## config.mk

```make
export PLATFORM = sky130hd
export DESIGN_NAME = imm_extend_pipe
export DESIGN_NICKNAME = d
export VERILOG_FILES = /design/src/rtl/imm_extend_pipe_pkg.sv /design/src/rtl/imm_extend_core.sv /design/src/rtl/imm_extend_pipe.sv
export SDC_FILE = /design/constraint.sdc
export NUM_CORES = 1
export LEC_CHECK = 0
export ABC_AREA = 1
export CAP_MARGIN = 40
export CORE_AREA = 4 4 84 86
export CTS_CLUSTER_DIAMETER = 60
export DETAILED_ROUTE_END_ITERATION = 7
export DIE_AREA = 0 0 88 90
export GPL_TIMING_DRIVEN = 0
export PLACE_DENSITY_LB_ADDON = 0.12
export SYNTH_ARGS = -nofsm -noshare
export SYNTH_HDL_FRONTEND = slang
export SYNTH_SLANG_ARGS = --single-unit
```

## constraint.sdc

```tcl
create_clock -name clk -period 2.6 [get_ports clk]
set_input_delay 0.52 -clock clk [delete_from_list [all_inputs] [get_ports clk]]
set_output_delay 0.52 -clock clk [all_outputs]
set_load 0.02 [all_outputs]
```

## src/rtl/imm_extend_pipe_pkg.sv

```systemverilog
// mips_defs: shared extension-mode encodings and default datapath widths.
package mips_defs;

   localparam int IMM_W  = 16;
   localparam int WORD_W = 32;

   typedef enum logic [1:0] {
      EXT_SIGN   = 2'b00,
      EXT_ZERO   = 2'b01,
      EXT_UPPER  = 2'b10,
      EXT_BRANCH = 2'b11
   } ext_mode_e;

endpackage

```

## src/rtl/imm_extend_core.sv

```systemverilog
// imm_extend_core: combinational immediate extender (sign, zero, upper, branch offset).
module imm_extend_core
   import mips_defs::*;
#(
   parameter int IN_W  = IMM_W,
   parameter int OUT_W = WORD_W
) (
   input  logic [IN_W-1:0]  immediate,
   input  logic [1:0]       mode,
   output logic [OUT_W-1:0] extended
);

   logic [OUT_W-1:0] sext;
   logic [OUT_W-1:0] zext;

   assign sext = {{(OUT_W-IN_W){immediate[IN_W-1]}}, immediate};
   assign zext = {{(OUT_W-IN_W){1'b0}}, immediate};

   always_comb
      extended = mode == EXT_SIGN  ? sext :
                 mode == EXT_ZERO  ? zext :
                 mode == EXT_UPPER ? zext << (OUT_W-IN_W) :
                                     sext << 2;

endmodule

```

## src/rtl/imm_extend_pipe.sv

```systemverilog
// imm_extend_pipe: pipelined MIPS immediate extender with valid/ready handshake and flush.
// Defining IMM_EXTEND_STATS_EN adds the xfer_count and stall_seen outputs.
module imm_extend_pipe
   import mips_defs::*;
#(
   parameter int IN_W   = IMM_W,
   parameter int OUT_W  = WORD_W,
   parameter int STAGES = 2
) (
   input  logic             clk,
   input  logic             rst_n,
   input  logic             flush,
   input  logic             in_valid,
   output logic             in_ready,
   input  logic [IN_W-1:0]  immediate,
   input  logic [1:0]       mode,
   output logic             out_valid,
   input  logic             out_ready,
   output logic [OUT_W-1:0] extended,
   output logic [1:0]       out_mode
`ifdef IMM_EXTEND_STATS_EN
   ,
   output logic [15:0]      xfer_count,
   output logic [0:0]       stall_seen
`endif
);

   logic [STAGES-1:0] adv;
   logic [STAGES-1:0] valid;
   logic [OUT_W-1:0]  data [STAGES];
   logic [1:0]        md   [STAGES];
   logic [OUT_W-1:0]  ext;
   logic              accept;

   imm_extend_core #(.IN_W(IN_W), .OUT_W(OUT_W)) u_core (
      .immediate (immediate),
      .mode      (mode),
      .extended  (ext)
   );

   // Ready ripples back from the consumer: a stage may load if empty or draining.
   always_comb begin
      logic nxt;
      nxt = out_ready;
      for (int i = STAGES-1; i >= 0; i--) begin
         adv[i] = !valid[i] || nxt;
         nxt    = adv[i];
      end
   end

   assign in_ready = adv[0] && !flush;
   assign accept   = in_valid && in_ready;

   for (genvar s = 0; s < STAGES; s++) begin : g_stage
      logic             lv;
      logic [OUT_W-1:0] ld;
      logic [1:0]       lm;
      if (s == 0) begin : g_head
         assign lv = accept;
         assign ld = ext;
         assign lm = mode;
      end else begin : g_body
         assign lv = valid[s-1];
         assign ld = data[s-1];
         assign lm = md[s-1];
      end
      // Payload only moves with a valid entry, so a flushed output keeps its last value.
      always_ff @(posedge clk or negedge rst_n)
         if (!rst_n) begin
            valid[s] <= 1'b0;
            data[s]  <= '0;
            md[s]    <= '0;
         end else begin
            if (flush)
               valid[s] <= 1'b0;
            else if (adv[s])
               valid[s] <= lv;
            if (adv[s] && lv && !flush) begin
               data[s] <= ld;
               md[s]   <= lm;
            end
         end
   end

   assign out_valid = valid[STAGES-1];
   assign extended  = data[STAGES-1];
   assign out_mode  = md[STAGES-1];

`ifdef IMM_EXTEND_STATS_EN
   // A flushed output is dropped, not delivered, so it is not counted.
   always_ff @(posedge clk or negedge rst_n)
      if (!rst_n) begin
         xfer_count <= '0;
         stall_seen <= '0;
      end else begin
         if (out_valid && out_ready && !flush && xfer_count != 16'hFFFF)
            xfer_count <= xfer_count + 16'd1;
         if (in_valid && !in_ready)
            stall_seen <= 1'b1;
      end
`endif

endmodule

```

==> key figures <==
Outcome
  • Outcome: finished, final reports clean

Clock tree
  • Post_cts resized: 0
  • CTS Buffer Depth: 2
  • Sink Count: 70
  • Worst-path clk slew: 0.07 ns
  • H-tree levels: 3
  • Clock Latency Late Sink: 0.34 ns
  • Setup bufs post-CTS: 0
  • Total CTS buffers: 9
  • Clock tree root buffer cell: clkbuf_8
  • Hold-fix buffers, CTS: 0
  • CTS tree: done

Critical path
  • Worst R2R Setup Slack: 1.29 ns
  • Critical Path Start: out_ready
  • Endpoint class of the critical path: primary output
  • Worst-path fanout max: 3
  • Worst EP required: 2.08 ns
  • Worst reg2reg path depth: 4
  • Worst r2r dst: extended[9]
  • Startpoint Class: input port
  • Setup crit end: in_ready
  • Setup CP Type: input port to primary output
  • Worst reg2reg path startpoint: out_valid
  • Data arrival time of the worst path: 1.80 ns

Die
  • Starting Density: 0.4853
  • Die area: 7920 um^2
  • Core footprint: 6277 um^2
  • Num rows: 29
  • I/O Pins: 59
  • Die span in y: 90 um
  • Die width: 88 um

Timing
  • Hold Vio Cnt, Final: 0
  • Highest clock rate: 430.5 MHz
  • Final Cycle Share: 0.8935
  • Slew headroom: 0.6947
  • Worst Setup Slack, final: 0.2769 ns
  • Final setup violating endpoints: 0
  • Worst Max-Slew Pin Slew: 0.4579 ns
  • RSZ-0062 raised after global routing: no
  • Final count of pins violating max slew: 0
  • Min Tclk post-route: 2.323 ns
  • Total negative slack: 0 ns
  • Clk_skew: 0.008721 ns

Yosys
  • Average instance area after synthesis: 8.510 um^2
  • Syn Inst Count: 358
  • Post-Synth Simple-Gate Area: 0.1918
  • Synth warnings: 0
  • Synth top area cells: dfrtp_1, nand2_1, o21ai_0
  • Register area share after synthesis: 0.5749
  • Synth Register Bits: 70
  • Synth Area in XOR/XNOR: 0
  • Mapped cell area: 3047 um^2
  • Largest family of logic cells by synthesized area: simple AND/OR/NAND/NOR gates
  • Syn nets: 381
  • Largest area contributor in the netlist: dfrtp_1
  • Mux cell area share after synthesis: 0
  • Compound-Gate Fraction of Synth Area: 0.1199
  • Post-synthesis adder-cell area fraction: 0
  • Top cell type's share of synthesized area: 0.5749
  • Synth cell types: 20

Layout
  • N_diodes: 0
  • NumNets Final: 450
  • Area grow syn2layout: 29.77%
  • Share of post-route cells with drive strength above 1: 0.1044
  • Util after Layout: 0.6299
  • Final Instance Area: 3954 um^2

Drt
  • Post-DRT Antenna Nets: 0
  • Initial DRT Pass Iterations: 4
  • Via Count: 2446
  • 1st-iter DRT viols: 127
  • Drt total wl: 6.743 mm
  • # DRC: 0
  • DR WL/cell: 13.27 um
  • Avg Vias per Cell: 4.815

Worst hold path
  • Worst hold-check path type: input port to asynchronous set/reset pin

Placement
  • Dpl cell area: 3731 um^2
  • PortBufs: 57
  • Post-DP HPWL: 4.967 mm
  • Pre-CTS setup slack: 0.2750 ns
  • RD Place Congestion: 0.8415

GRT
  • Antenna violations before repair: 0
  • Gr ovfl total: 0
  • GRT Util Overall: 0.1889
  • Largest net degree at the start of global routing: 45
  • First-pass GRT wire length: 11.45 mm
  • Vias in the first global route: 2339

Power and ir drop
  • PwrDens: 778.0 nW/um^2
  • VDD IR max: 0.0005742 V
  • Pleak: 1.985 nW

Job
  • Maximum Capacitance Violations: 0
## worst min-delay path by stage
stage,start,endpoint
after global routing,rst_n,out_mode[1]
final,rst_n,g_stage[1].ld[1]
after CTS,rst_n,extended[23]
after global placement,extended[18],extended[18]
after floorplan,rst_n,extended[0]
after detailed placement,rst_n,extended[23]
## kinds of logic (layout without fill, tap and decap cells)
group	after synthesis	in the layout
and+or+nand+nor	144	144
buffers and inverters	75	148
DFF	70	70
AOI/OAI and AO/OA	69	69
## sequential cells by signal, summed over array words and instances, names as in the netlist
signal,cells
g_stage.ld,32
out_valid,1
g_stage.lv,1
extended,32
g_stage.lm,2
out_mode,2
## synthesized netlist by cell type
library cell    n
nand2_1       133
nor2_1          1
nand2_4         2
buf_6           5
dfrtp_1        70
inv_4           1
o21ai_2         1
clkbuf_2        1
or2_2           1
clkbuf_1        3
buf_2           6
nand3_2         3
inv_2           3
buf_4           4
nand3_1         2
o21ai_0        41
o21ai_1        14
o22ai_1        13
nand2_2         2
inv_1          52
## layout make-up
cell class / count / area (um^2)
clock buffer: 12 / 155.1
timing repair buffer: 58 / 588.1
clock inverter: 3 / 67.56
multi-input combinational: 213 / 949.7
tap: 77 / 96.34
sequential: 70 / 1752
buffer: 19 / 132.6
fill: 562 / 2323
inverter: 56 / 212.7
## layout by cell type (no fill, tap or decap)
cell	instances
clkbuf_8	11
or2_2	1
nand2_1	133
dfrtp_1	70
buf_6	5
buf_2	6
clkinvlp_4	1
o22ai_1	13
clkbuf_2	1
buf_4	5
o21ai_0	41
o21ai_2	1
clkbuf_1	4
o21ai_1	14
inv_4	1
nor2_1	1
nand2_4	2
inv_1	52
clkdlybuf4s50_1	56
nand2_2	2
buf_12	1
bufinv_16	2
nand3_2	3
inv_2	3
nand3_1	2
## per-layer routing
| layer | up-vias | part of all wire | wire [um] | track usage |
|---|---|---|---|---|
| met5 | - | 0 | 0 | 0 |
| met4 | 0 | 0.015 | 99 | 0.08440 |
| met3 | 10 | 0.047 | 316 | 0.03382 |
| met2 | 71 | 0.45 | 3048 | 0.2695 |
| met1 | 1122 | 0.49 | 3278 | 0.2790 |
| li1 | 1243 | - | - | - |
## critical path, stage by stage
cell	delay, ns
clkdlybuf4s50_1	0.46
inv_1	0.06
nand3_2	0.08
nand2_1	0.05
inv_1	0.05
clkdlybuf4s50_1	0.59
## report_power, final
part	internal (mW)	leakage, nW	total, mW	switching (mW)
sequential	1.27	0.898	1.37	0.0974
clock	0.588	0.109	0.971	0.384
combinational	0.340	0.978	0.733	0.393
total	2.20	1.98	3.08	0.874
## per-stage QoR
step	cells	hold slack [ns]	total power, mW
5_1_grt	508	0.09741	3.271
3_5_place_dp	493	0.4591	2.133
2_1_floorplan	358	0.2244	1.766
4_1_cts	508	0.07935	3.116
3_3_place_gp	492	0.4657	2.114
6_report	508	0.08595	3.076
Power figures use the tool's default switching activity.
